$ cat config.mk
export PLATFORM = sky130hd
export DESIGN_NAME = seg7_out
export DESIGN_NICKNAME = d
export VERILOG_FILES = /design/src/rtl/seg7_out.sv
export SDC_FILE = /design/constraint.sdc
export NUM_CORES = 1
export LEC_CHECK = 0
export ABC_AREA = 1
export CORE_MARGIN = 5
export CORE_UTILIZATION = 58
export CTS_CLUSTER_DIAMETER = 60
export DETAILED_ROUTE_END_ITERATION = 8
export GPL_TIMING_DRIVEN = 0
export PLACE_DENSITY = 0.8
export SYNTH_ARGS = -nofsm -noshare
export SYNTH_HDL_FRONTEND = slang
export SYNTH_SLANG_ARGS = --single-unit
$ cat constraint.sdc
create_clock -name CLOCK_50 -period 2.6 [get_ports CLOCK_50]
set_clock_uncertainty 0.05 [all_clocks]
set_input_delay 0.26 -clock CLOCK_50 [delete_from_list [all_inputs] [get_ports CLOCK_50]]
set_output_delay 0.26 -clock CLOCK_50 [all_outputs]
set_load 0.02 [all_outputs]
$ cat src/rtl/seg7_out.sv
// seg7_out: takes a 14-bit binary value with a one-cycle load strobe, converts
// it to four BCD digits with one double-dabble iteration per clock, and drives
// four active-low 7-segment displays.
//
// Ports:
//   CLOCK_50  in   system clock, rising edge
//   RST       in   synchronous active-high reset
//   VAL       in   [13:0] unsigned value, sampled on an accepted load
//   LOAD      in   one-cycle strobe requesting display of VAL
//   BLANK_LZ  in   1 = blank leading zero digits, sampled with VAL
//   HEX0..3   out  [6:0] active-low segments {g,f,e,d,c,b,a}, ones..thousands
//   BUSY      out  conversion in progress
//   OVF       out  last displayed value exceeded 9999
module seg7_out #(
   parameter int unsigned WIDTH  = 14,
   parameter int unsigned DIGITS = 4
) (
   input  logic             CLOCK_50,
   input  logic             RST,
   input  logic [WIDTH-1:0] VAL,
   input  logic             LOAD,
   input  logic             BLANK_LZ,
   output logic [6:0]       HEX0,
   output logic [6:0]       HEX1,
   output logic [6:0]       HEX2,
   output logic [6:0]       HEX3,
   output logic             BUSY,
   output logic             OVF
);

   localparam logic [6:0] SEG_BLANK = 7'b1111111;
   localparam logic [6:0] SEG_DASH  = 7'b0111111;
   localparam logic [6:0] SEG_ZERO  = 7'b1000000;

   typedef enum logic [1:0] {IDLE, CONV, UPDT} state_t;

   state_t               state;
   logic [WIDTH-1:0]     bin;
   logic [4*DIGITS-1:0]  bcd;
   logic [3:0]           cnt;
   logic                 blank_f;
   logic                 ovf_next;
   logic                 pending;
   logic [WIDTH-1:0]     pend_val;
   logic                 pend_blank;

   logic [4*DIGITS-1:0]  bcd_adj;
   logic [4*DIGITS-1:0]  bcd_n;
   logic [WIDTH-1:0]     bin_n;
   logic [WIDTH-1:0]     start_val;
   logic                 start_blank;
   logic [6:0]           hex0_n, hex1_n, hex2_n, hex3_n;
   logic                 lz3, lz2, lz1;

   function automatic logic [6:0] seg(input logic [3:0] d);
      case (d)
         4'd0:    seg = 7'b1000000;
         4'd1:    seg = 7'b1111001;
         4'd2:    seg = 7'b0100100;
         4'd3:    seg = 7'b0110000;
         4'd4:    seg = 7'b0011001;
         4'd5:    seg = 7'b0010010;
         4'd6:    seg = 7'b0000010;
         4'd7:    seg = 7'b1111000;
         4'd8:    seg = 7'b0000000;
         4'd9:    seg = 7'b0010000;
         default: seg = SEG_BLANK;
      endcase
   endfunction

   // One double-dabble iteration: add 3 to every nibble >= 5, then shift
   // {bcd, bin} left by one.
   always_comb begin
      bcd_adj = bcd;
      for (int unsigned i = 0; i < DIGITS; i++) begin
         if (bcd[4*i +: 4] >= 4'd5)
            bcd_adj[4*i +: 4] = bcd[4*i +: 4] + 4'd3;
      end
      bcd_n = {bcd_adj[4*DIGITS-2:0], bin[WIDTH-1]};
      bin_n = {bin[WIDTH-2:0], 1'b0};
   end

   // A LOAD arriving on the UPDT edge is newer than any pending entry.
   always_comb begin
      start_val   = VAL;
      start_blank = BLANK_LZ;
      if (state == UPDT && !LOAD) begin
         start_val   = pend_val;
         start_blank = pend_blank;
      end
   end

   always_comb begin
      lz3 = blank_f && (bcd[15:12] == 4'd0);
      lz2 = lz3 && (bcd[11:8] == 4'd0);
      lz1 = lz2 && (bcd[7:4] == 4'd0);
      if (ovf_next) begin
         hex3_n = SEG_DASH;
         hex2_n = SEG_DASH;
         hex1_n = SEG_DASH;
         hex0_n = SEG_DASH;
      end else begin
         hex3_n = lz3 ? SEG_BLANK : seg(bcd[15:12]);
         hex2_n = lz2 ? SEG_BLANK : seg(bcd[11:8]);
         hex1_n = lz1 ? SEG_BLANK : seg(bcd[7:4]);
         hex0_n = seg(bcd[3:0]);
      end
   end

   always_ff @(posedge CLOCK_50) begin
      if (RST) begin
         state      <= IDLE;
         bin        <= '0;
         bcd        <= '0;
         cnt        <= '0;
         blank_f    <= 1'b0;
         ovf_next   <= 1'b0;
         pending    <= 1'b0;
         pend_val   <= '0;
         pend_blank <= 1'b0;
         HEX0       <= SEG_ZERO;
         HEX1       <= SEG_ZERO;
         HEX2       <= SEG_ZERO;
         HEX3       <= SEG_ZERO;
         BUSY       <= 1'b0;
         OVF        <= 1'b0;
      end else begin
         case (state)
            IDLE: begin
               if (LOAD) begin
                  bin      <= start_val;
                  blank_f  <= start_blank;
                  ovf_next <= (start_val > 14'd9999);
                  bcd      <= '0;
                  cnt      <= '0;
                  state    <= CONV;
                  BUSY     <= 1'b1;
               end
            end
            CONV: begin
               bcd <= bcd_n;
               bin <= bin_n;
               if (cnt == 4'd13)
                  state <= UPDT;
               else
                  cnt <= cnt + 4'd1;
               if (LOAD) begin
                  pending    <= 1'b1;
                  pend_val   <= VAL;
                  pend_blank <= BLANK_LZ;
               end
            end
            UPDT: begin
               HEX0 <= hex0_n;
               HEX1 <= hex1_n;
               HEX2 <= hex2_n;
               HEX3 <= hex3_n;
               OVF  <= ovf_next;
               if (LOAD || pending) begin
                  bin      <= start_val;
                  blank_f  <= start_blank;
                  ovf_next <= (start_val > 14'd9999);
                  bcd      <= '0;
                  cnt      <= '0;
                  pending  <= 1'b0;
                  state    <= CONV;
                  BUSY     <= 1'b1;
               end else begin
                  state <= IDLE;
                  BUSY  <= 1'b0;
               end
            end
            default: begin
               state <= IDLE;
               BUSY  <= 1'b0;
            end
         endcase
      end
   end

endmodule

**Yosys cells after proc, flatten, opt, wreduce, memory -nomap -nowiden**

Memories as Yosys holds them, arrays and structs flattened. A register that Yosys moved wholly into a read port is not among the register bits.
Cells that the tools add are included.

- Add/subtract/negate cells: 5
- $lt $le $gt $ge: 5
- Equal/unequal tests: 8
- Mux-type cells: 46
- Bitwise operators: 1
- Reductions and logical operators: 20

Operators by type and width:

| cell | number |
|---|---|
| 2-to-1 mux 4 bit | 14 |
| 2-to-1 mux 7 bit | 7 |
| one-hot mux 16 bit (3 select lines) | 1 |
| 2-to-1 mux 14 bit | 3 |
| one-hot mux 14 bit (3 select lines) | 1 |
| 2-to-1 mux 16 bit | 2 |
| >= comparator 4 x 3 -> 1 bit (second input constant) | 4 |
| > comparator 14 bit (second input constant) | 1 |
| adder 4 x 2 -> 4 bit (second input constant) | 3 |
| zero test 4 bit | 3 |
| one-hot mux 4 bit (3 select lines) | 1 |
| 2-to-1 mux 1 bit | 9 |
| AND reduction 3 bit | 3 |
| != test 2 bit (second input constant) | 4 |
| one-hot mux 1 bit (2 select lines) | 3 |
| one-hot mux 2 bit (3 select lines) | 1 |
| AND reduction 2 bit | 3 |
| adder 4 x 1 -> 4 bit (second input constant) | 1 |
| == test 4 bit (second input constant) | 1 |
| logical AND 1 bit | 4 |
| 2-to-1 mux 2 bit | 2 |
| AND reduction 4 bit | 1 |
| nonzero test 2 bit | 2 |
| adder 3 x 2 -> 3 bit (second input constant) | 1 |
| 10 further kinds | 10 |

- Flip-flop bits (word level): 84
- ROM bits: 448
- Input port bits: 18
- Output and inout port bits: 30
- Logic and storage cells: 104
- Memories kept: 4

Memories:

| name | words | bits a word | read ports | clocked after memory_dff | wr ports | line | RTL |
|---|---|---|---|---|---|---|---|
| (name not given) | 16 | 7 | 1 | 1 | 0 | 56 | `case (d)` |
| (name not given) | 16 | 7 | 1 | 1 | 0 | 56 |  |
| (name not given) | 16 | 7 | 1 | 1 | 0 | 56 |  |
| (name not given) | 16 | 7 | 1 | 1 | 0 | 56 |  |

**Logic depth before layout (Yosys ltp)**

Gate-level depths: netlist (run 1).

- Depth in word-level cells: 6
- Mapped depth: 15
- Mapped depth without buffers: 15

**Worst setup path after synthesis (run 1)**

OpenSTA, ideal clock, no wires.

- Kind: reg2reg
- From: register bcd[0]
- To: register with a tool-made name
- Library setup time: 121 ps
- Arrival: 1819 ps
- Required time: 2429 ps
- Path slack: 611 ps
- Cell stages (with the launch flop): 16
- Path buffers: 0
- Clock period less this slack: 1989 ps
- Path through: dfxtp_1 > inv_1 > ha_1 > inv_1 > nand2_1 > nand3_1 > nand2_1 > nand3_1 > o21ai_0 > nand2_1 > inv_1 > ha_1 > nand3_1 > nand2_1 > nand2_1 > nand2_1

RTL lines:

| item | line | RTL |
|---|---|---|
| from (decl) | 39 | `logic [4*DIGITS-1:0] bcd;` |
| from (signal assigned) | 141 | `bcd <= bcd_n;` |

==> metrics.md, run 1 <==
| Metric | Value |
|---|---|
| H-tree depth | `3` |
| Iter 0 DRT Violations | `326` |
| Number of nets in the layout | `~840` |
| Routed vias | `about 5000` |
| Fin. Hold Viols | `0` |
| Die width | `between 100 and 150 um` |
| First-pass GRT wire length | `~23000 um` |
| Combinational power share | `0.090` |
| Core area | `about 9300 sq um` |
| Critical-path maximum fanout | `10` |
| Sink Count | `approximately 110` |
| Hold Path Origin | `RST` |
| Most common cell after layout, fill and taps aside | `nand2_1` |
| GPL Wtd Cong | `around 0.90` |
| Hold_buf cts | `0` |
| Area of the multi-input gates | `2760 sq um` |
| Leak | `3.03 nW` |
| Final setup fails | `0` |
| Relative slew margins | `0.593` |
| Worst vdd rail ir drop | `roughly 0.26 mV` |
| Critical Path RT | `approximately 2.8 ns` |
| Post-route DRC | `0` |
| Period utilization | `0.904` |
| RSZ-0062 raised after global routing | `false` |
| Share of the synthesized area in the top cell type | `0.406` |
| FF-to-FF setup slack | `between 0.2 and 0.3 ns` |
| Setup crit end kind | `flip-flop` |
| Largest net degree at the start of global routing | `20` |
| Count of distinct cell types in the synthesized netlist | `39` |
| Clk root buf | `clkbuf_8` |
| Clk_lat worst skew | `0.38 ns` |
| Status | `complete, no violations` |
| GRT Total Usage | `0.240` |
| Ys Warns | `0` |
| Share of post-route cells with drive strength above 1 | `0.107` |
| Vias in the first global route | `slightly below 5000` |
| Via density | `between 5 and 6` |
| IO Count | `48` |
| Synth area leaders | `dfxtp_1, nand2_1, ha_1` |
| Yosys reg bits | `approximately 110` |
| Clock share of power | `0.347` |
| Gr ovfl total | `0` |
| CTS tree | `built` |
| Sw Pwr | `a little over 0.8 mW` |
| CP Launch Type | `flip-flop` |
| Sequential share of the synthesized area | `0.406` |
| Worst EP arrival | `2.57 ns` |
| Fin cells | `~900` |
| Max-Cap Viols | `0` |
| CP startpoint | `state[0]$_SDFFE_PP0P_` |
| Cell Rows | `35` |
| Part of the power in registers | `0.563` |
| Initial Util | `0.596` |
| Antenna-violating nets left | `0` |
| Routed wire length | `13500 um` |
| Reg2reg start | `state[0]$_SDFFE_PP0P_` |
| Fill count | `a little under 800` |
| Final Max Slew Viols | `0` |
| Fmax | `426 MHz` |
| Drt pass-1 iters | `5` |
| Min-Delay Path Class | `input pin to flip-flop` |
| DP Cell Count | `907` |
| Post-DP HPWL | `around 10000 um` |
| Worst-Margin Slew | `slightly above 0.6 ns` |
| Syn nets | `a little under 800` |
| # port buffers | `between 40 and 50` |
| Internal power | `between 2 and 2.5 mW` |
| Die area | `11600 sq um` |
| TNS Setup | `0 ns` |
| Antenna violations before repair | `0` |
| Worst-path clk slew | `between 0.1 and 0.15 ns` |
| Area Growth Syn to Fin | `15.0%` |
| Power per cell area | `493 nW/um^2` |
| Sw frac | `0.264` |
| Synth Area per Inst | `roughly 7.6 sq um` |
| Worst Reg2Reg Path Length in Cells | `11` |
| FF+latch area | `approximately 2200 sq um` |
| # diodes | `0` |
| Die height | `around 110 um` |
| Synth area leader | `dfxtp_1` |
| Hold path depth | `2` |
| CP Class | `flip-flop to flip-flop` |
| CTS buffer count | `9` |
| CTS Buffer Depth | `2` |
| Most frequent cells in the layout | `nand2_1, dfxtp_1, inv_1` |
| Post-DR wirelength/cell | `14.7 um` |
| Synth Instances | `about 730` |
| Fin crit period | `roughly 2.3 ns` |
| Mapped Area | `around 5500 sq um` |
| Core Util, Final | `0.685` |
## stage by stage
step                      worst slack [ns]  total power, mW  area (sq um)  hold slack [ns]
after global placement             -0.0333             2.07          6150            0.378
after CTS                            0.275             3.14          6350            0.142
after floorplan                      0.611             1.98          5530            0.366
after global routing                0.0238             3.24          6360            0.156
after detailed placement           -0.0494             2.08          6150            0.385
final                                0.250             3.13          6360            0.150
## routing by layer
layer | track usage | part of all wire | up-vias
met5 | 0 | 0 | -
met4 | 0.0803 | 0.019 | 0
met3 | 0.0450 | 0.066 | 30
met2 | 0.394 | 0.47 | 187
met1 | 0.318 | 0.44 | 2308
li1 | - | - | 2508
## critical path, stage by stage, from the launching register on
cell and delay [ns]:
dfxtp_1 0.43, inv_2 0.09, nor2_4 0.25, buf_4 0.24, nand3_1 0.09, o21ai_1 0.29, nand2_1 0.20, ha_1 0.34
nand3_1 0.09, nand2_1 0.07, nand2_1 0.05, nand2_1 0.05
## what timing repair did
item | 4_1_cts | 5_1_grt
hold endpoints to repair | 0 | 0
buffers inserted | 0 | 1
setup endpoints to repair | 0 | 1
resized for setup | 0 | 0
## cells by family after synthesis
group / count (synthesis) / share of synthesized area
DFF: 112 / 0.406
buffers and inverters: 124 / 0.0950
and+or+nand+nor: 322 / 0.279
AOI/OAI and AO/OA: 141 / 0.146
adders and majority gates: 33 / 0.0747
## worst min-delay path by stage
stage / endpoint / slack [ns]
after floorplan: HEX0[6]$_SDFFE_PP1N_ / 0.37
after global placement: HEX0[6]$_SDFFE_PP1N_ / 0.38
after detailed placement: HEX0[6]$_SDFFE_PP1N_ / 0.38
after CTS: cnt[3]$_SDFFE_PP0P_ / 0.14
after global routing: cnt[3]$_SDFFE_PP0P_ / 0.16
final: cnt[3]$_SDFFE_PP0P_ / 0.15
## synthesized netlist by cell type (all sizes together)
master and n:
nand3b 9, nor3 21, nor2 24, nor4 1, o221ai 5, a31oi 1
clkbuf 13, or2 6, nand4 11, inv 94, ha 33, a21oi 54
o22ai 3, nand2 189, a211oi 2, o21ai 69, and3 1, o211ai 6
nand3 60, buf 17, dfxtp 112, a22oi 1
## final cells by class
class,instances,share of cell area
multi-input cells,496,0.434
flip-flops and latches,112,0.352
repair buffers,47,0.0736
inverters,94,0.0563
plain buffers,30,0.0264
well taps,129,0.0254
clock buffers,10,0.0201
clock inverters,6,0.0118
## power by group through the flow
stage | logic (mW) | clock network [mW] | registers, mW
6_report | 0.283 | 1.09 | 1.76
4_1_cts | 0.279 | 1.10 | 1.76
2_1_floorplan | 0.179 | 0 | 1.80
3_5_place_dp | 0.277 | 0 | 1.80
3_3_place_gp | 0.270 | 0 | 1.80
5_1_grt | 0.309 | 1.16 | 1.77
Power figures use the tool's default switching activity.
==> run 2: changes to the inputs <==
- CORE_UTILIZATION: 58 -> 50
- PLACE_DENSITY: 0.8 -> 0.71
==> metrics.md, run 2 (same netlist as run 1, synthesis figures left out) <==
| Metric | Value |
|---|---|
| Status | `complete, no violations` |
| Post-DP HPWL | `10000 um (about the same)` |
| Part of the power in registers | `0.535 (-0.028)` |
| Clk root buf | `clkbuf_8` |
| Worst vdd rail ir drop | `0.247 mV (-3.3%)` |
| Area Growth Syn to Fin | `15.9%` |
| Cell Rows | `38 (+8.6%)` |
| Most frequent cells in the layout | `nand2_1, dfxtp_1, inv_1` |
| Hold Path Origin | `RST` |
| Relative slew margins | `0.589 (-0.00433)` |
| Fmax | `420 MHz (-1.4%)` |
| Setup crit end kind | `flip-flop` |
| Via density | `5.35 (-1.8%)` |
| Slowest cell on the critical path | `dfxtp_1` |
| Clock share of power | `0.379 (+0.032)` |
| Core Util, Final | `0.591 (-0.0942)` |
| CTS buffer count | `9 (unchanged)` |
| Internal power | `2.53 mW (+9.5%)` |
| Reg2reg start | `bcd[0]$_SDFFE_PP0N_` |
| Antenna-violating nets left | `0 (unchanged)` |
| Initial Util | `0.510 (-0.0855)` |
| Met2 Wirelength | `6260 um (-2.6%)` |
| # diodes | `0 (unchanged)` |
| Power per cell area | `514 nW/um^2 (+4.4%)` |
| Antenna violations before repair | `0 (unchanged)` |
| CP Launch Type | `flip-flop` |
| Final setup fails | `0 (unchanged)` |
| Most common cell after layout, fill and taps aside | `nand2_1` |
| Fin. Hold Viols | `0 (unchanged)` |
| Largest net degree at the start of global routing | `17 (-15%)` |
| Worst EP arrival | `2.60 ns (+0.03 ns)` |
| Number of nets in the layout | `840 (-0.12%)` |
| Post-route DRC | `0 (unchanged)` |
| Critical-path maximum fanout | `5 (-5)` |
| Crit-path cells | `inv_1 > ha_1 > inv_1 > nand2_1 > nand3_1 > nand2_1 > nand3_1 > o21ai_0 > nand2_1 > inv_1 > ha_1 > nand3_1 > nand2_1 > nand2_1 > nand2_1` |
| CTS Buffer Depth | `2 (unchanged)` |
| Sw Pwr | `0.769 mW (-7.0%)` |
| FF-to-FF setup slack | `0.22 ns (-0.03 ns)` |
| Combinational power share | `0.086 (-0.004)` |
| Worst-path clk slew | `0.10 ns (about the same)` |
| Sink Count | `112 (unchanged)` |
| H-tree depth | `3 (unchanged)` |
| Critical Path RT | `2.82 ns (about the same)` |
| Worst Reg2Reg Path Length in Cells | `15 (+4)` |
| Routed wire length | `13600 um (+0.24%)` |
| Period utilization | `0.917 (+0.0127)` |
| Design area | `6410 sq um (+0.71%)` |
| Final Max Slew Viols | `0 (unchanged)` |
| Post-cts resize count | `0 (unchanged)` |
| Fin crit period | `2.38 ns (+0.0331 ns)` |
| Share of post-route cells with drive strength above 1 | `0.105 (-0.00212)` |
| Routed vias | `4986 (-0.93%)` |
| Max-Cap Viols | `0 (unchanged)` |
| Die width | `115 um (+7.0%)` |
| Gr ovfl total | `0 (unchanged)` |
| Iter 0 DRT Violations | `301 (-7.7%)` |
| # port buffers | `46 (unchanged)` |
| Clk_lat worst skew | `0.38 ns (about the same)` |
| CP Class | `flip-flop to flip-flop` |
| First-pass GRT wire length | `22800 um (+1.2%)` |
| Sw frac | `0.233 (-0.0306)` |
| Worst path max stage delay | `0.41 ns (-0.02 ns)` |
| Drt pass-1 iters | `5 (unchanged)` |
| Min-Delay Path Class | `input pin to flip-flop` |
| Met3 wire len | `581 um (-35%)` |
| Vias in the first global route | `4752 (-1.6%)` |
| Pre-CTS setup slack | `-0.110 ns (-0.0609 ns)` |
| DR top layer | `met4` |
| Worst-Margin Slew | `0.616 ns (+0.00649 ns)` |
| CP startpoint | `bcd[0]$_SDFFE_PP0N_` |
| Hold EP | `cnt[3]$_SDFFE_PP0P_` |
| Post-CTS Setup Inserts | `0 (unchanged)` |
| Die height | `115 um (+7.0%)` |
| Leak | `3.04 nW (+0.59%)` |
| Worst setup margin | `0.217 ns (-0.0331 ns)` |
| GPL Wtd Cong | `0.878 (-2.8%)` |
| IO Count | `48 (unchanged)` |
| Core area | `10800 sq um (+17%)` |
| Hold path depth | `2 (unchanged)` |
| Met1 WL | `6390 um (+7.3%)` |
| GRT Total Usage | `0.215 (-0.0256)` |
| RSZ-0062 raised after global routing | `false` |
| Cell mode on critical path | `nand2_1` |
| Fill count | `1021 (+30%)` |
| Hold_buf cts | `0 (unchanged)` |
| Die area | `13300 sq um (+14%)` |
| Post-DR wirelength/cell | `14.6 um (-0.62%)` |
| Post-DP Area | `6160 sq um (+0.22%)` |
| CTS tree | `built` |
==> run 2: worst max-delay path by stage <==
stage                endpoint  slack (ns)  depth (start not counted)
global route        flip-flop        0.04                         14
global placement    flip-flop       -0.10                         13
CTS                 flip-flop        0.26                         13
floorplan           flip-flop        0.61                         15
finish              flip-flop        0.22                         15
detailed placement  flip-flop       -0.11                         13
==> run 2: cell type report <==
cell class	count	area, sq um	area share
multi-input cells	496	2760	0.431
clock inverters	3	90.1	0.0141
plain buffers	30	168	0.0262
well taps	140	175	0.0273
clock buffers	11	151	0.0236
repair buffers	46	460	0.0719
flip-flops and latches	112	2240	0.350
inverters	94	358	0.0559
==> run 2: per-layer routing <==
layer	vias to the layer above	track usage
met5	-	0
met3	27	0.0279
met2	138	0.347
li1	2501	-
met1	2320	0.290
met4	0	0.0892
==> run 2: critical path, delay by kind of cell, from the launching register on <==
kind	cells	cell delay, ns
AOI/OAI and AO/OA	1	0.19
adders and majority gates	2	0.53
buffers and inverters	3	0.24
DFF	1	0.41
and+or+nand+nor	9	0.85
==> run 2: through the flow <==
stage | instances | total power, mW | hold WS, ns | TNS (ns)
2_1_floorplan | 732 | 1.98 | 0.366 | 0
3_3_place_gp | 918 | 2.08 | 0.377 | -0.158
3_5_place_dp | 918 | 2.08 | 0.381 | -0.255
4_1_cts | 932 | 3.31 | 0.136 | 0
5_1_grt | 932 | 3.42 | 0.158 | 0
6_report | 932 | 3.29 | 0.144 | 0
==> run 2: power by group through the flow <==
| stage | sequential (mW) | combinational, mW | clock, mW |
|---|---|---|---|
| CTS | 1.76 | 0.281 | 1.26 |
| detailed placement | 1.80 | 0.279 | 0 |
| global placement | 1.80 | 0.274 | 0 |
| global route | 1.77 | 0.311 | 1.34 |
| floorplan | 1.80 | 0.179 | 0 |
| finish | 1.76 | 0.284 | 1.25 |
